[config.mk]
export PLATFORM = sky130hd
export DESIGN_NAME = forward_cell_link_arb_flat
export DESIGN_NICKNAME = d
export VERILOG_FILES = /design/src/rtl/forward_cell_link_arb_pkg.sv /design/src/rtl/forward_cell_link_arb_if.sv /design/src/rtl/forward_cell_link_arb_rr_packet_arbiter.sv /design/src/rtl/forward_cell_link_arb.sv /design/src/flat_wrapper.sv
export SDC_FILE = /design/constraint.sdc
export NUM_CORES = 1
export LEC_CHECK = 0
export CORE_MARGIN = 2
export CORE_UTILIZATION = 51
export CTS_CLUSTER_DIAMETER = 100
export DETAILED_ROUTE_END_ITERATION = 10
export PLACE_DENSITY = 0.81
export SYNTH_ARGS = -nofsm -noshare
export SYNTH_HDL_FRONTEND = slang
export SYNTH_SLANG_ARGS = --single-unit
export TNS_END_PERCENT = 5
[constraint.sdc]
create_clock -name auroraUserClk -period 5.62 [get_ports auroraUserClk]
set_input_delay 1.124 -clock auroraUserClk [delete_from_list [all_inputs] [get_ports auroraUserClk]]
set_output_delay 1.124 -clock auroraUserClk [all_outputs]
set_load 0.1 [all_outputs]
[src/rtl/forward_cell_link_arb_pkg.sv]
// Shared constants for the cell-link forwarder: FSM encodings, protocol magics, header layout.
package forward_cell_link_pkg;

  localparam logic [1:0] IDLE      = 2'd0;
  localparam logic [1:0] FORWARD   = 2'd1;
  localparam logic [1:0] DISCARD   = 2'd2;
  localparam logic [1:0] TERMINATE = 2'd3;

  localparam logic [15:0] FOFB_MAGIC = 16'hA5BE;
  localparam logic [15:0] FMPS_MAGIC = 16'hB6CF;

  localparam logic [31:0] TERMINATOR_WORD = 32'h4000_0000;

  localparam int HDR_MAGIC_LSB = 16;
  localparam int HDR_CELL_LSB  = 10;
  localparam int CRC_MARK_BIT  = 30;

endpackage

[src/rtl/forward_cell_link_arb_if.sv]
// Bundles the NUM_INPUTS AXI-Stream sources and the outgoing cell-link stream.
interface forward_cell_link_arb_if #(
  parameter int NUM_INPUTS = 3
);
  logic [NUM_INPUTS-1:0]    rxTVALID;
  logic [NUM_INPUTS-1:0]    rxTLAST;
  logic [NUM_INPUTS-1:0]    rxTREADY;
  logic [32*NUM_INPUTS-1:0] rxTDATA;
  logic [NUM_INPUTS-1:0]    rxCRCvalid;
  logic [NUM_INPUTS-1:0]    rxCRCpass;
  logic                     cellLinkTxTVALID;
  logic                     cellLinkTxTLAST;
  logic [31:0]              cellLinkTxTDATA;

  modport master (
    output rxTVALID, rxTLAST, rxTDATA, rxCRCvalid, rxCRCpass,
    input  rxTREADY, cellLinkTxTVALID, cellLinkTxTLAST, cellLinkTxTDATA
  );

  modport slave (
    input  rxTVALID, rxTLAST, rxTDATA, rxCRCvalid, rxCRCpass,
    output rxTREADY, cellLinkTxTVALID, cellLinkTxTLAST, cellLinkTxTDATA
  );
endinterface

[src/rtl/forward_cell_link_arb_rr_packet_arbiter.sv]
// Round-robin pick: first requester after i_ptr (wrapping), one-hot grant plus index.
// Purely combinational, zero latency; the pointer register is owned by the caller.
module rr_packet_arbiter #(
  parameter int NUM_INPUTS = 3,
  parameter int PTR_W      = 2
) (
  input  logic [NUM_INPUTS-1:0] i_req,
  input  logic [PTR_W-1:0]      i_ptr,
  output logic [NUM_INPUTS-1:0] o_grant,
  output logic [PTR_W-1:0]      o_grant_idx,
  output logic                  o_grant_vld
);

  int w_idx;

  // Walk from the farthest candidate back to ptr+1 so the nearest requester is assigned last.
  always_comb begin
    o_grant     = '0;
    o_grant_idx = '0;
    o_grant_vld = 1'b0;
    w_idx       = 0;
    for (int k = NUM_INPUTS; k >= 1; k--) begin
      w_idx = (int'(i_ptr) + k) % NUM_INPUTS;
      if (i_req[w_idx]) begin
        o_grant        = '0;
        o_grant[w_idx] = 1'b1;
        o_grant_idx    = PTR_W'(w_idx);
        o_grant_vld    = 1'b1;
      end
    end
  end

endmodule

[src/rtl/forward_cell_link_arb.sv]
// Merges NUM_INPUTS packet streams onto the Aurora cell link with duplicate suppression and truncation.
// Accept-to-output latency 1 cycle, no output backpressure; FORWARD_CELL_LINK_STATS_EN adds counters.
module forward_cell_link_arb
  import forward_cell_link_pkg::*;
#(
  parameter int                            NUM_INPUTS      = 3,
  parameter int                            NUM_PROTOCOLS   = 2,
  parameter logic [16*NUM_PROTOCOLS-1:0]   PROTOCOL_MAGICS = {FMPS_MAGIC, FOFB_MAGIC},
  parameter int                            MAX_CELLS       = 32,
  parameter int                            WATCHDOG_WIDTH  = 7,
  parameter logic [NUM_INPUTS-1:0]         CRC_CHECK_MASK  = 'b001
) (
  input  logic                    auroraUserClk,
  input  logic                    auroraUserResetN,
  input  logic                    auroraFAstrobe,
  forward_cell_link_arb_if.slave  link
`ifdef FORWARD_CELL_LINK_STATS_EN
  ,
  output logic [15:0]             forwardedCount,
  output logic [15:0]             duplicateCount,
  output logic [15:0]             truncatedCount
`endif
);

  localparam int CELL_INDEX_WIDTH = $clog2(MAX_CELLS);
  localparam int NUM_CELLS        = 1 << CELL_INDEX_WIDTH;
  localparam int PTR_W            = (NUM_INPUTS > 1) ? $clog2(NUM_INPUTS) : 1;
  localparam int PROTO_W          = (NUM_PROTOCOLS > 1) ? $clog2(NUM_PROTOCOLS) : 1;

  logic [1:0]                             r_state, w_state_nxt;
  logic [PTR_W-1:0]                       r_ptr, w_sel, w_arb_idx;
  logic [NUM_INPUTS-1:0]                  w_arb_grant, w_grant_oh, w_rdy;
  logic                                   w_arb_vld, w_idle;
  logic [NUM_PROTOCOLS-1:0][NUM_CELLS-1:0] r_bitmap, w_bitmap_nxt;
  logic [WATCHDOG_WIDTH-1:0]              r_wdog;
  logic                                   r_tx_vld, r_tx_last;
  logic [31:0]                            r_tx_dat;
  logic [31:0]                            w_sel_dat;
  logic                                   w_sel_last, w_accept, w_crc_bad;
  logic [15:0]                            w_magic;
  logic [CELL_INDEX_WIDTH-1:0]            w_cell;
  logic [PROTO_W-1:0]                     w_proto;
  logic                                   w_hit, w_dup, w_fwd_hdr;

  rr_packet_arbiter #(
    .NUM_INPUTS (NUM_INPUTS),
    .PTR_W      (PTR_W)
  ) u_arb (
    .i_req       (link.rxTVALID),
    .i_ptr       (r_ptr),
    .o_grant     (w_arb_grant),
    .o_grant_idx (w_arb_idx),
    .o_grant_vld (w_arb_vld)
  );

  assign w_idle     = (r_state == IDLE);
  assign w_sel      = w_idle ? w_arb_idx : r_ptr;
  assign w_sel_dat  = link.rxTDATA[32*w_sel +: 32];
  assign w_sel_last = link.rxTLAST[w_sel];
  assign w_grant_oh = {{(NUM_INPUTS-1){1'b0}}, 1'b1} << r_ptr;
  assign w_accept   = |(w_rdy & link.rxTVALID);
  assign w_magic    = w_sel_dat[HDR_MAGIC_LSB +: 16];
  assign w_cell     = w_sel_dat[HDR_CELL_LSB +: CELL_INDEX_WIDTH];
  assign w_crc_bad  = CRC_CHECK_MASK[r_ptr] & w_sel_last &
                      ~(link.rxCRCvalid[r_ptr] & link.rxCRCpass[r_ptr]);

  always_comb begin
    w_hit   = 1'b0;
    w_proto = '0;
    for (int p = NUM_PROTOCOLS-1; p >= 0; p--) begin
      if (w_magic == PROTOCOL_MAGICS[16*p +: 16]) begin
        w_hit   = 1'b1;
        w_proto = PROTO_W'(p);
      end
    end
  end

  // A strobe-cycle header sees the already-cleared bitmap.
  assign w_dup     = r_bitmap[w_proto][w_cell] & ~auroraFAstrobe;
  assign w_fwd_hdr = w_idle & w_arb_vld & w_hit & ~w_dup & ~w_sel_last;

  always_comb begin
    w_bitmap_nxt = auroraFAstrobe ? '0 : r_bitmap;
    if (w_fwd_hdr) begin
      w_bitmap_nxt[w_proto][w_cell] = 1'b1;
    end
  end

  always_comb begin
    w_state_nxt = r_state;
    w_rdy       = '0;
    case (r_state)
      IDLE: begin
        w_rdy = w_arb_grant;
        if (w_fwd_hdr) begin
          w_state_nxt = FORWARD;
        end else if (w_arb_vld && !w_sel_last) begin
          w_state_nxt = DISCARD;
        end
      end
      FORWARD: begin
        if (auroraFAstrobe) begin
          w_state_nxt = TERMINATE;
        end else begin
          w_rdy = w_grant_oh;
          if (w_accept && w_sel_last) begin
            w_state_nxt = IDLE;
          end else if (r_wdog == '0) begin
            w_state_nxt = TERMINATE;
          end
        end
      end
      DISCARD: begin
        w_rdy = w_grant_oh;
        if (w_accept && w_sel_last) begin
          w_state_nxt = IDLE;
        end
      end
      default: begin
        // TERMINATE is only reached before the granted TLAST was taken, so the tail must be drained.
        w_state_nxt = DISCARD;
      end
    endcase
  end

  always_ff @(posedge auroraUserClk or negedge auroraUserResetN) begin
    if (!auroraUserResetN) begin
      r_state   <= IDLE;
      r_ptr     <= '0;
      r_bitmap  <= '0;
      r_wdog    <= '0;
      r_tx_vld  <= 1'b0;
      r_tx_last <= 1'b0;
      r_tx_dat  <= '0;
    end else begin
      r_state  <= w_state_nxt;
      r_bitmap <= w_bitmap_nxt;
      if (w_idle && w_arb_vld) begin
        r_ptr <= w_arb_idx;
      end
      if (w_fwd_hdr) begin
        r_wdog <= '1;
      end else if (r_state == FORWARD) begin
        r_wdog <= r_wdog - 1'b1;
      end
      r_tx_vld  <= 1'b0;
      r_tx_last <= 1'b0;
      r_tx_dat  <= '0;
      if (w_fwd_hdr) begin
        r_tx_vld <= 1'b1;
        r_tx_dat <= w_sel_dat;
      end else if (r_state == FORWARD && w_accept) begin
        r_tx_vld  <= 1'b1;
        r_tx_last <= w_sel_last;
        r_tx_dat  <= w_sel_dat | (32'(w_crc_bad) << CRC_MARK_BIT);
      end else if (r_state == TERMINATE) begin
        r_tx_vld  <= 1'b1;
        r_tx_last <= 1'b1;
        r_tx_dat  <= TERMINATOR_WORD;
      end
    end
  end

  assign link.rxTREADY         = w_rdy;
  assign link.cellLinkTxTVALID = r_tx_vld;
  assign link.cellLinkTxTLAST  = r_tx_last;
  assign link.cellLinkTxTDATA  = r_tx_dat;

`ifdef FORWARD_CELL_LINK_STATS_EN
  logic [15:0] r_fwd_cnt, r_dup_cnt, r_trunc_cnt;
  logic        w_dup_evt, w_trunc_evt;

  assign w_dup_evt   = w_idle & w_arb_vld & (~w_hit | w_dup);
  assign w_trunc_evt = (r_state == FORWARD) & (w_state_nxt == TERMINATE);

  always_ff @(posedge auroraUserClk or negedge auroraUserResetN) begin
    if (!auroraUserResetN) begin
      r_fwd_cnt   <= '0;
      r_dup_cnt   <= '0;
      r_trunc_cnt <= '0;
    end else if (auroraFAstrobe) begin
      r_fwd_cnt   <= '0;
      r_dup_cnt   <= '0;
      r_trunc_cnt <= '0;
    end else begin
      if (w_fwd_hdr && r_fwd_cnt != 16'hFFFF)     r_fwd_cnt   <= r_fwd_cnt + 16'd1;
      if (w_dup_evt && r_dup_cnt != 16'hFFFF)     r_dup_cnt   <= r_dup_cnt + 16'd1;
      if (w_trunc_evt && r_trunc_cnt != 16'hFFFF) r_trunc_cnt <= r_trunc_cnt + 16'd1;
    end
  end

  assign forwardedCount = r_fwd_cnt;
  assign duplicateCount = r_dup_cnt;
  assign truncatedCount = r_trunc_cnt;
`endif

endmodule

[src/flat_wrapper.sv]
// flat-port wrapper written by rule: the top's interface ports become plain ports
module forward_cell_link_arb_flat import forward_cell_link_pkg::*;
#(
  parameter int                            NUM_INPUTS      = 3,
  parameter int                            NUM_PROTOCOLS   = 2,
  parameter logic [16*NUM_PROTOCOLS-1:0]   PROTOCOL_MAGICS = {FMPS_MAGIC, FOFB_MAGIC},
  parameter int                            MAX_CELLS       = 32,
  parameter int                            WATCHDOG_WIDTH  = 7,
  parameter logic [NUM_INPUTS-1:0]         CRC_CHECK_MASK  = 'b001
)
  (auroraUserClk, auroraUserResetN, auroraFAstrobe, link_rxTVALID, link_rxTLAST, link_rxTDATA, link_rxCRCvalid, link_rxCRCpass, link_rxTREADY, link_cellLinkTxTVALID, link_cellLinkTxTLAST, link_cellLinkTxTDATA);
  forward_cell_link_arb_if #(.NUM_INPUTS(NUM_INPUTS)) link_i ();
  input  logic auroraUserClk;
  input  logic auroraUserResetN;
  input  logic auroraFAstrobe;
  input wire logic [$bits(link_i.rxTVALID)-1:0] link_rxTVALID;
  input wire logic [$bits(link_i.rxTLAST)-1:0] link_rxTLAST;
  input wire logic [$bits(link_i.rxTDATA)-1:0] link_rxTDATA;
  input wire logic [$bits(link_i.rxCRCvalid)-1:0] link_rxCRCvalid;
  input wire logic [$bits(link_i.rxCRCpass)-1:0] link_rxCRCpass;
  output wire logic [$bits(link_i.rxTREADY)-1:0] link_rxTREADY;
  output wire logic [$bits(link_i.cellLinkTxTVALID)-1:0] link_cellLinkTxTVALID;
  output wire logic [$bits(link_i.cellLinkTxTLAST)-1:0] link_cellLinkTxTLAST;
  output wire logic [$bits(link_i.cellLinkTxTDATA)-1:0] link_cellLinkTxTDATA;
  assign link_i.rxTVALID = link_rxTVALID;
  assign link_i.rxTLAST = link_rxTLAST;
  assign link_i.rxTDATA = link_rxTDATA;
  assign link_i.rxCRCvalid = link_rxCRCvalid;
  assign link_i.rxCRCpass = link_rxCRCpass;
  assign link_rxTREADY = link_i.rxTREADY;
  assign link_cellLinkTxTVALID = link_i.cellLinkTxTVALID;
  assign link_cellLinkTxTLAST = link_i.cellLinkTxTLAST;
  assign link_cellLinkTxTDATA = link_i.cellLinkTxTDATA;
  forward_cell_link_arb #(.NUM_INPUTS(NUM_INPUTS), .NUM_PROTOCOLS(NUM_PROTOCOLS), .PROTOCOL_MAGICS(PROTOCOL_MAGICS), .MAX_CELLS(MAX_CELLS), .WATCHDOG_WIDTH(WATCHDOG_WIDTH), .CRC_CHECK_MASK(CRC_CHECK_MASK)) u_core (.auroraUserClk(auroraUserClk), .auroraUserResetN(auroraUserResetN), .auroraFAstrobe(auroraFAstrobe), .link(link_i));
endmodule
* After elaboration in Yosys (flattened, before gate mapping)
Cells that the tools add are included.
Word-level totals: flip-flop bits (word level) 109
Operators by class: $add $sub $neg 4, div/mod/pow operators 3, order comparisons 12, equal/unequal tests 8, shift operators 2, muxes and demuxes 65, bitwise gates (word level) 15, reduce and logical (&&, ||, !) cells 15
Operators with widths (number):
- $mux W32 | 5
- $mux W64 | 2
- $ge A32 B1 Y1 const B | 3
- $lt A32 B4 Y1 const B | 3
- $mod A32 B3 Y32 const B | 3
- $shiftx A96 B8 Y32 | 1
- $or A64 B64 Y64 | 1
- $demux W32 S1 | 1
- $eq A16 B16 Y1 const B | 2
- $or A32 B31 Y32 | 1
- $mux W31 | 1
- $mux W1 | 26
- $mux W2 | 10
- $bmux W1 S2 | 7
- $mux W7 | 2
- $mux W3 | 4
- $logic_and A1 B1 Y1 | 9
- $pmux W3 S3 | 1
- $and A1 B1 Y1 | 8
- $logic_not A7 Y1 | 1
- $sub A7 B1 Y7 const B | 1
- $add A2 B2 Y3 const B | 2
- $demux W1 S2 | 3
- $lt A2 B3 Y1 const B | 2
- 21 further kinds | 25

* Logic depth before layout (Yosys ltp)
Gate-level depths: netlist of the first run.
depth in word-level cells 23, gate-level depth with buffers 19, depth with buffers taken out 14

* Hierarchy
Synthesis of the first run repeated with hierarchy kept, for this count alone.
Second synthesis, totals: cell total of the unflattened synthesis 726, area, all modules 7029.2 µm²
By module, submodules not included:
- forward_cell_link_arb | times used 1, cells each 690, area an instance 6772.7 µm², sequential area each 2727.6 µm²
- rr_packet_arbiter | times used 1, cells each 36, area an instance 256.5 µm², sequential area each 0.0 µm²

* Least setup slack after synthesis of the first run
OpenSTA, ideal clock, no wires.
kind input to register, start point input link_rxTVALID[2], end point register u_core.r_bitmap[4] (netlist bit), arrival time 4.141 ns, required time 5.510 ns, path slack 1.369 ns, stages 16, cell sequence mux2_1 a21oi_1 a211oi_2 a21oi_2 buf_6 mux2_2 nand2_1 buf_4 mux2_1 o22a_1 a31oi_1 a2bb2oi_2 nor2b_1 buf_2 buf_6 o41ai_1
RTL lines:
- start: declaration | RTL line flat_wrapper.sv:16 | input wire logic [$bits(link_i.rxTVALID)-1:0] link_rxTVALID;
- end signal: assignment | RTL line forward_cell_link_arb.sv:137 | r_bitmap <= w_bitmap_nxt;
- end: declaration | RTL line forward_cell_link_arb.sv:34 | logic [NUM_PROTOCOLS-1:0][NUM_CELLS-1:0] r_bitmap, w_bitmap_nxt;

* Worst setup path after layout of the first run
start point input link_rxTVALID[1], end point register u_core.r_state[1]
On the way: longest elaborated chain between the ends 21
Ends and longest elaborated chain:
- $bmux W1 S2 | RTL line forward_cell_link_arb_rr_packet_arbiter.sv:24 | if (i_req[w_idx]) begin
- $mux W1 (implied by the code) (2 in a row) | RTL line forward_cell_link_arb_rr_packet_arbiter.sv:24
- $mux W2 (3 in a row) | RTL line forward_cell_link_arb_rr_packet_arbiter.sv:24
- $mux W2 | RTL line forward_cell_link_arb.sv:57 | assign w_sel = w_idle ? w_arb_idx : r_ptr;
- $shiftx A96 B8 Y32 | RTL line forward_cell_link_arb.sv:58 | assign w_sel_dat = link.rxTDATA[32*w_sel +: 32];
- $eq A16 B16 Y1 | RTL line forward_cell_link_arb.sv:71 | if (w_magic == PROTOCOL_MAGICS[16*p +: 16]) begin
- $mux W1 (2 in a row) | RTL line forward_cell_link_arb.sv:71
- $mux W32 (implied by the code) (2 in a row) | RTL line forward_cell_link_arb.sv:79 | assign w_dup = r_bitmap[w_proto][w_cell] & ~auroraFAstrobe;
- $bmux W1 S5 | RTL line forward_cell_link_arb.sv:79
- $mux W1 (implied by the code) | RTL line forward_cell_link_arb.sv:79
- $and A1 B1 Y1 | RTL line forward_cell_link_arb.sv:79
- $not A1 Y1 | RTL line forward_cell_link_arb.sv:80 | assign w_fwd_hdr = w_idle & w_arb_vld & w_hit & ~w_dup & ~w_sel_last;
- $and A1 B1 Y1 (2 in a row) | RTL line forward_cell_link_arb.sv:80
- $ne A3 B3 Y1 (no line) / $mux W2 (equally long branches)
- $reduce_and A3 Y1 (no line) / $pmux W2 S3 (equally long branches)
- end signal: assignment | RTL line forward_cell_link_arb.sv:136 | r_state <= w_state_nxt;
- end: declaration | RTL line forward_cell_link_arb.sv:30 | logic [1:0] r_state, w_state_nxt;
Several ways; a longest one is shown, not always the timed one. The select of a mux whose other input is x is not followed. A chain may end at the register's enable or synchronous reset.

==> results.txt, run 1 <==
The flow ran to the end, and the final reports show no timing, DRC or antenna violations. Of the total synthesized cell area, the portion taken by XOR and XNOR cells is less than 1%. After detailed placement, the design holds a cell count of 1,016.

The arrival time of the worst setup path is 5.44 ns. Clock tree synthesis inserted a total of 9 buffers. The sort of element at the end of the critical path is a register.

The uppermost layer routed is met4. The number of antenna violations at the first check in global routing is 0. In this run the tightest slew margin relative to its limit is 30.7%. The main combinational cell family by area after synthesis is compound AO/OA/AOI/OAI gates.

Post-CTS repair changed the size of 0 cells. The buffer type at the clock tree root is sky130_fd_sc_hd__clkbuf_16. By startpoint and endpoint, the worst setup path is classified as primary input to register. After the last flow step, the layout net total stands at 973.

The global route total overflow came out at 0. The aggregate global-route resource usage is 31.0%. The maximum clock frequency is 193 MHz. The worst voltage drop across the vdd grid is approximately 0.24 mV. The power per unit of standard cell area is 449 nW/um^2.

The top cell types in the final layout, fill and taps aside, are sky130_fd_sc_hd__clkdlybuf4s50_1 (143), sky130_fd_sc_hd__nand2_1 (131), sky130_fd_sc_hd__dfrtp_1 (109). The largest net degree at the start of global routing is between 60 and 70. Summing the areas of all fa, ha and maj instances in the mapped netlist gives 1.36% of the synthesized area. The later pin in the worst-skew pair is clocked with a latency of 0.34 ns. The count of maximum capacitance violations is 0. The core region area came out at 12,500 um^2.

The floorplan step defined a die boundary enclosing roughly 14,000 um^2. In this run the worst path has a maximum fanout of 41. The total vias in the final route came out at 6,548. The library cell used most frequently in the layout, excluding fill and tap cells, is sky130_fd_sc_hd__clkdlybuf4s50_1. After detailed routing, the met2 layer carries 10.2 mm of wire.

The overall power after layout is between 3 and 4 mW. The count of input and output buffers is 147. After detailed routing, the number of remaining DRC violations is 0. The compound-cell area share of the yosys netlist is a little over a quarter.

The instance count of the mapped netlist is 717. The CTS clock-pin slew for the worst setup and hold paths came out at 0.07 ns. The number of buffers inserted by post-CTS setup repair came out at 0.

At the pin with the least slew margin, the transition time is 1.04 ns. The portion of the clock cycle consumed by the worst path in the final layout came out at approximately 90%. The wire length after detailed routing came out at 21.0 mm. The number of pins exceeding their max-slew limit in the final report is 0. The final setup violation count is 0. Summed over all failing endpoints, the final setup total negative slack is 0 ns. The area added between synthesis and finish came out at 30.9%. The worst path in the final design needs a cycle of 5.19 ns, including I/O delays and setup. Among all flip-flop cells after synthesis, the most frequent one is sky130_fd_sc_hd__dfrtp_1. The tightest min-delay check is of the register to register type. The number of sinks driven by the clock tree came out at 109. The count of inserted antenna diode cells came out at 0. The multiplexer share of the synthesized area is 5.87%.

The vertical die dimension came out at 116 um. Counting flops and latches in the post-synthesis netlist gives 109. The count of hold buffers inserted by post-cts repair is 0. The routability congestion estimate from global placement is approximately 0.93.

The via count of the first global-routing pass came to 6,309. The count of flip-flops with a built-in enable after synthesis is 0. In the final routing, the length of wire on met1 measures just over 8 mm. The utilization after layout came out at 67.6%. TritonCTS built the clock tree. The part of the Yosys area used for sequential elements came out at 42.4%. The count of yosys warnings during synthesis came out at 0. The startpoint type of the worst setup path is a primary input. The fraction of the mapped netlist area in simple logic gates is 18.3%. The detailed-route vias per instance came out at between 6 and 7. The number of hold violations in the final report came out at 0. In the synthesized netlist the async set-or-reset flop fraction comes to 100%. The post-synth design cell area is between 6000 and 7000 um^2. The final standard cell count with taps included and fillers excluded is between 1,000 and 1,500.

The detailed-routed wire length on met3 is 1.87 mm. At the worst endpoint, the required time is 5.87 ns. In this run the count of I/O pins placed on the die edge is between 100 and 150.

The effective utilization at floorplan came out at 51.7%. The average routed wire per standard cell is 20.4 um. The die extent in x is approximately 120 um.

The number of placement rows is 41. The initial DRC count is 715. The global-route wire length before repair is 32.5 mm. The largest buffer count on any clock path is 2. Dividing the synthesized area by the synthesized cell count gives 8.98 um^2. The number of H-tree branching levels came out at 3. The total iterations of the first detailed-routing run is 5. Setup repair after global routing left no endpoint under its margin. The post-synth net total is 835. The leakage power is approximately 3.4 nW. The count of antenna-violating nets left after detailed routing came out at 0. For the final database, setup skew stands at about 0.0062 ns. The count of fill cells added during filler insertion came out at a little under 1,000. The share of post-route cells with drive strength above 1 is 8.96%. The HPWL reported at the end of detailed placement came out at 15.2 mm. The post-synthesis cell type count is 68.
worst paths after layout:
path	cells after the start	from	slack, ns	end
worst max-delay path	16	link_rxTVALID[1]	0.43	u_core.r_state[1]$_DFFE_PN0P_
worst min-delay path	2	u_core.r_bitmap[17]$_DFF_PN0_	0.48	u_core.r_bitmap[17]$_DFF_PN0_
worst max register to register	17	u_core.r_ptr[0]$_DFFE_PN0P_	0.74	u_core.r_state[1]$_DFFE_PN0P_
worst min register to register	2	u_core.r_bitmap[17]$_DFF_PN0_	0.48	u_core.r_bitmap[17]$_DFF_PN0_
max in group asynchronous	2	auroraUserResetN	3.64	u_core.r_bitmap[63]$_DFF_PN0_
min in group asynchronous	1	auroraUserResetN	0.88	u_core.link.cellLinkTxTDATA[19]$_DFF_PN0_
routing by layer:
metal  GRT usage, %  up-vias
li1               -     2941
met1           39.1     3144
met2           53.3      401
met3           4.46       62
met4           13.5        0
met5              0        -
kinds of logic after synthesis:
| group | count (synthesis) |
|---|---|
| simple gates | 256 |
| buf+inv | 70 |
| flops | 109 |
| fa+ha+maj | 7 |
| xor+xnor | 6 |
| mux | 36 |
| compound gates | 233 |
final cells by class:
class                           count  area, um^2  area share, %
Clock buffer                       14         254           3.01
Clock inverter                      1        7.51         0.0891
Inverter                           14        52.6          0.624
Multi-Input combinational cell    538        3400           40.3
Tap cell                          172         215           2.55
Timing Repair Buffer              183        1770           21.0
Sequential cell                   109        2730           32.4
report_power, final:
part / internal [mW] / switching [mW]
Sequential: 0.794 / 0.0225
Clock: 0.312 / 0.271
Combinational: 0.812 / 1.57
synth_stat cells (all sizes together) (13+ instances only):
| master | n | area share [%] |
|---|---|---|
| o21ai | 29 | 2.3 |
| mux2i | 25 | 3.9 |
| dfrtp | 109 | 42 |
| nand2 | 131 | 7.6 |
| o41ai | 20 | 3.4 |
| a21oi | 70 | 5.7 |
| inv | 13 | 0.76 |
| nand3 | 42 | 3.3 |
| clkbuf | 25 | 1.5 |
| o31ai | 18 | 2.1 |
| nand4 | 18 | 1.7 |
| o2bb2ai | 29 | 3.9 |
| buf | 31 | 2.9 |
| nor2 | 24 | 1.4 |
flip-flops by register name, summed over array words and instances, names as in the netlist:
| signal | cells |
|---|---|
| u_core.r_state | 2 |
| u_core.link.cellLinkTxTLAST | 1 |
| u_core.link.cellLinkTxTVALID | 1 |
| u_core.link.cellLinkTxTDATA | 32 |
| u_core.r_ptr | 2 |
| u_core.r_wdog | 7 |
| u_core.r_bitmap | 64 |
critical path: stages:
cell and delay (ns):
sky130_fd_sc_hd__clkdlybuf4s50_1 0.50, sky130_fd_sc_hd__mux2_2 0.35, sky130_fd_sc_hd__a21oi_2 0.22, sky130_fd_sc_hd__a211oi_2 0.15, sky130_fd_sc_hd__a21oi_4 0.40, sky130_fd_sc_hd__buf_4 0.35
sky130_fd_sc_hd__mux2_2 0.40, sky130_fd_sc_hd__o32a_1 0.20, sky130_fd_sc_hd__nand4_1 0.19, sky130_fd_sc_hd__nor4_4 0.07, sky130_fd_sc_hd__buf_4 0.18, sky130_fd_sc_hd__nor4_1 0.45
sky130_fd_sc_hd__a31oi_1 0.11, sky130_fd_sc_hd__o211ai_2 0.21, sky130_fd_sc_hd__buf_12 0.23, sky130_fd_sc_hd__a21boi_0 0.22
stage by stage:
stage / hold slack (ns) / area (um^2) / setup WS (ns)
after detailed placement: 0.458 / 8160 / 0.178
final: 0.479 / 8430 / 0.435
after global routing: 0.500 / 8430 / 0.197
after floorplan: 0.440 / 6440 / 1.37
after global placement: 0.453 / 8160 / 0.258
after CTS: 0.476 / 8430 / 0.500
Note: power is estimated with default switching activity, not from simulation.
==> run 2, diff against run 1 <==
Settings changed: ABC_CLOCK_PERIOD_IN_PS set to 5620.
==> results of run 2 <==
Same layout as run 1: the final DEF is identical, and so are final timing and power.
==> run 3, diff against run 2 <==
Settings changed: GPL_ROUTABILITY_DRIVEN set to 1.
==> results of run 3 <==
Same layout as run 1: the final DEF is identical, and so are final timing and power.
==> RTL edit, RTL diff (config.mk and constraints of run 3) <==
`NUM_PROTOCOLS` is set to 2 in 2 places; all go to 4.
--- a/src/rtl/forward_cell_link_arb.sv
+++ b/src/rtl/forward_cell_link_arb.sv
@@ -5,5 +5,5 @@
 #(
   parameter int                            NUM_INPUTS      = 3,
-  parameter int                            NUM_PROTOCOLS   = 2,
+  parameter int                            NUM_PROTOCOLS   = 4,
   parameter logic [16*NUM_PROTOCOLS-1:0]   PROTOCOL_MAGICS = {FMPS_MAGIC, FOFB_MAGIC},
   parameter int                            MAX_CELLS       = 32,
--- a/src/flat_wrapper.sv
+++ b/src/flat_wrapper.sv
@@ -3,5 +3,5 @@
 #(
   parameter int                            NUM_INPUTS      = 3,
-  parameter int                            NUM_PROTOCOLS   = 2,
+  parameter int                            NUM_PROTOCOLS   = 4,
   parameter logic [16*NUM_PROTOCOLS-1:0]   PROTOCOL_MAGICS = {FMPS_MAGIC, FOFB_MAGIC},
   parameter int                            MAX_CELLS       = 32,
Function: changed (a bounded check fails within 4 cycles, from zero or initial values and one cycle with auroraUserResetN low).
==> RTL edit against run 3 <==
- synthesized area is 23% higher
- sequential cell count is 34 higher
- largest cell class unchanged
- via count is 15% higher
- final cell count is 20% higher
- critical path type unchanged
- critical path depth is 4 higher
- cell area is 27% higher
- first-iteration DRC count is 7.0% higher
- clock skew is 0.0065 ns higher
- wire length is 13% higher
- power is 30% higher
- worst setup slack worse by 0.21 ns
- sequential share of layout area is 1.0 points higher
==> RTL edit: results (changes against run 3) <==
stage;metric;value;unit;change
clocking;htree depth;4;;+1
power;PD cells;460.5;nW/um2;+2.6%
critical_path;arrival time worst endpoint;5.64;ns;+0.20 ns
cells_and_area;fill count;1089;;+10%
cells_and_area;area growth from synthesis to layout;35.83;%;
detailed_routing;vias;7543;;+15%
clocking;TritonCTS buffer count;17;;+8
yosys;top post-synthesis cells by area;dfrtp_1 (45%), o32ai_1 (8.3%), mux2i_1 (6.0%);;
outcome;status;completed;;
yosys;synth cell count leaders;dfrtp_1 (143), inv_1 (89), nand2_1 (85), o32ai_1 (75), a21oi_1 (58);;
sta;Worst Tran Pin Value;1.099;ns;+0.06190 ns
power;Leak;4.458;nW;+29%
global_route;first-pass GRT wire length;37.02;mm;+14%
sta;Final Skew;0.01273;ns;+0.006502 ns
cells_and_area;Signal buffers;244;;+33%
cells_and_area;final std cells w/o fill;1242;;+20%
yosys;library cells used by synthesis;64;;-5.9%
yosys;Synthesized Nets;962;;+15%
critical_path;Max FO, Critical Path;40;;-2.4%
placement;placed cell count;1209;;+19%
placement;Detailed Place HPWL;16.76;mm;+11%
critical_path;FF-to-FF path depth;21;;+4
cells_and_area;FFs & Latches;143;;+31%
cells_and_area;inverters;89;;+75
power;NetSw;2.114;mW;+13%
yosys;Mean Syn Cell Area;9.347;um2;+4.1%
power;VDD IR max;0.0003346;V;+42%
cells_and_area;layout cells sized above 1;14.35;%;+5.4 points
cells_and_area;#MultiIn Comb;545;;+1.3%
cells_and_area;FF/Latch Area;3580;um2;+31%
placement;dpl ws;-0.1613;ns;-0.3391 ns
cells_and_area;# clk buffers;22;;+8
cells_and_area;clk tree area frac;5.220;%;+2.1 points
global_route;vias in the first global route;7294;;+16%
cells_and_area;max FFs per register;98;;+53%
placement;Final Wtd Congestion;0.9483;;+1.8%
cells_and_area;ant diodes;2;;+2
cells_and_area;multi-input logic area;3676;um2;+8.1%
clocking;CTS max path bufs;2;;unchanged
placement;Placement Cell Area;10150;um2;+24%
detailed_routing;wire per inst;19.09;um;-6.5%
global_route;total track usage;28.64;%;-2.3 points
sta;setup total negative slack;0;ns;unchanged
detailed_routing;Iter 0 DRT Violations;765;;+7.0%
cells_and_area;fraction of cell area in non-clock buffers;21.71;%;+0.71 points
clocking;Skew-Pair Late Insertion Delay;0.43;ns;+0.09 ns
hold_path;Min-Delay Path Depth;2;;unchanged
yosys;sequential area share after synthesis;45.36;%;+3.0 points
RTL edit: changes by cell type in the layout (fill, tap and decap cells not counted), sizes merged, moves of 21 or more:
cell	before	now
inv	13	90
o32ai	6	75
buf	40	102
nand2	131	85
dfrtp	109	143
o2bb2ai	29	4
mux2i	25	47
nand2b	7	28
RTL edit: power by group through the flow:
stage	Sequential (mW)	Combinational (mW)	Clock [mW]
floorplan	1.07	1.64	0
global placement	1.07	2.71	0
detailed placement	1.07	2.74	0
CTS	1.06	2.76	1.08
global route	1.06	2.98	1.12
finish	1.06	2.81	1.07
RTL edit: cells by family (layout without fill, tap and decap cells):
group                      Yosys count  in the layout  synth area share [%]
DFF                                143            143                 45.36
other                                0              2                     0
muxes                               52             52                 6.820
buffers and inverters              156            364                 8.327
xor gates and xnor gates             6              6                0.6661
adders and majority gates            7              7                 1.110
AOI/OAI and AO/OA                  257            257                 24.03
and+or+nand+nor                    223            223                 13.69
RTL edit: repair_timing:
item,4_1_cts,5_1_grt
setup endpoints to repair,0,75
setup buffers,0,0
resized for setup,0,1
RTL edit: worst paths after layout:
| check | slack [ns] | startpoint | to |
|---|---|---|---|
| min in group asynchronous | 0.76 | auroraUserResetN | u_core.r_bitmap[2] |
| min reg2reg | 0.49 | u_core.r_bitmap[21] | u_core.r_bitmap[21] |
| max | 0.23 | link_rxTVALID[2] | u_core.r_bitmap[65] |
| max reg2reg | 0.35 | u_core.r_ptr[1] | u_core.r_bitmap[65] |
| min | 0.49 | u_core.r_bitmap[21] | u_core.r_bitmap[21] |
| max in group asynchronous | 3.65 | auroraUserResetN | u_core.r_ptr[1] |
RTL edit: worst max-delay path, stage by stage:
cell and delay [ns]:
clkdlybuf4s50_1 0.50, nor3b_1 0.22, buf_4 0.15, a21oi_2 0.04, a211oi_2 0.31, o21ai_4 0.11
buf_12 0.17, buf_4 0.15, mux2i_1 0.19, a2bb2oi_1 0.28, buf_4 0.16, and4_1 0.20
nand4b_1 0.14, a221oi_1 0.31, a221oi_1 0.14, a2111o_1 0.40, a2111o_1 0.38, nor2_4 0.24
buf_12 0.24, o32ai_1 0.13
RTL edit: layer usage:
metal  GRT usage, %  vias up  part of all wire, %
met2          45.81      428                   47
met5              0        -                    0
met3          7.277       43                  9.9
met1          37.87     3608                   41
met4          10.80        0                  2.1
li1               -     3464                    -
RTL edit: metrics by stage:
stage          util [%]  total power [mW]
4_1_cts           70.71             4.891
5_1_grt           70.75             5.159
3_3_place_gp      67.01             3.780
3_5_place_dp      67.01             3.810
2_1_floorplan         -             2.709
6_report          70.75             4.935
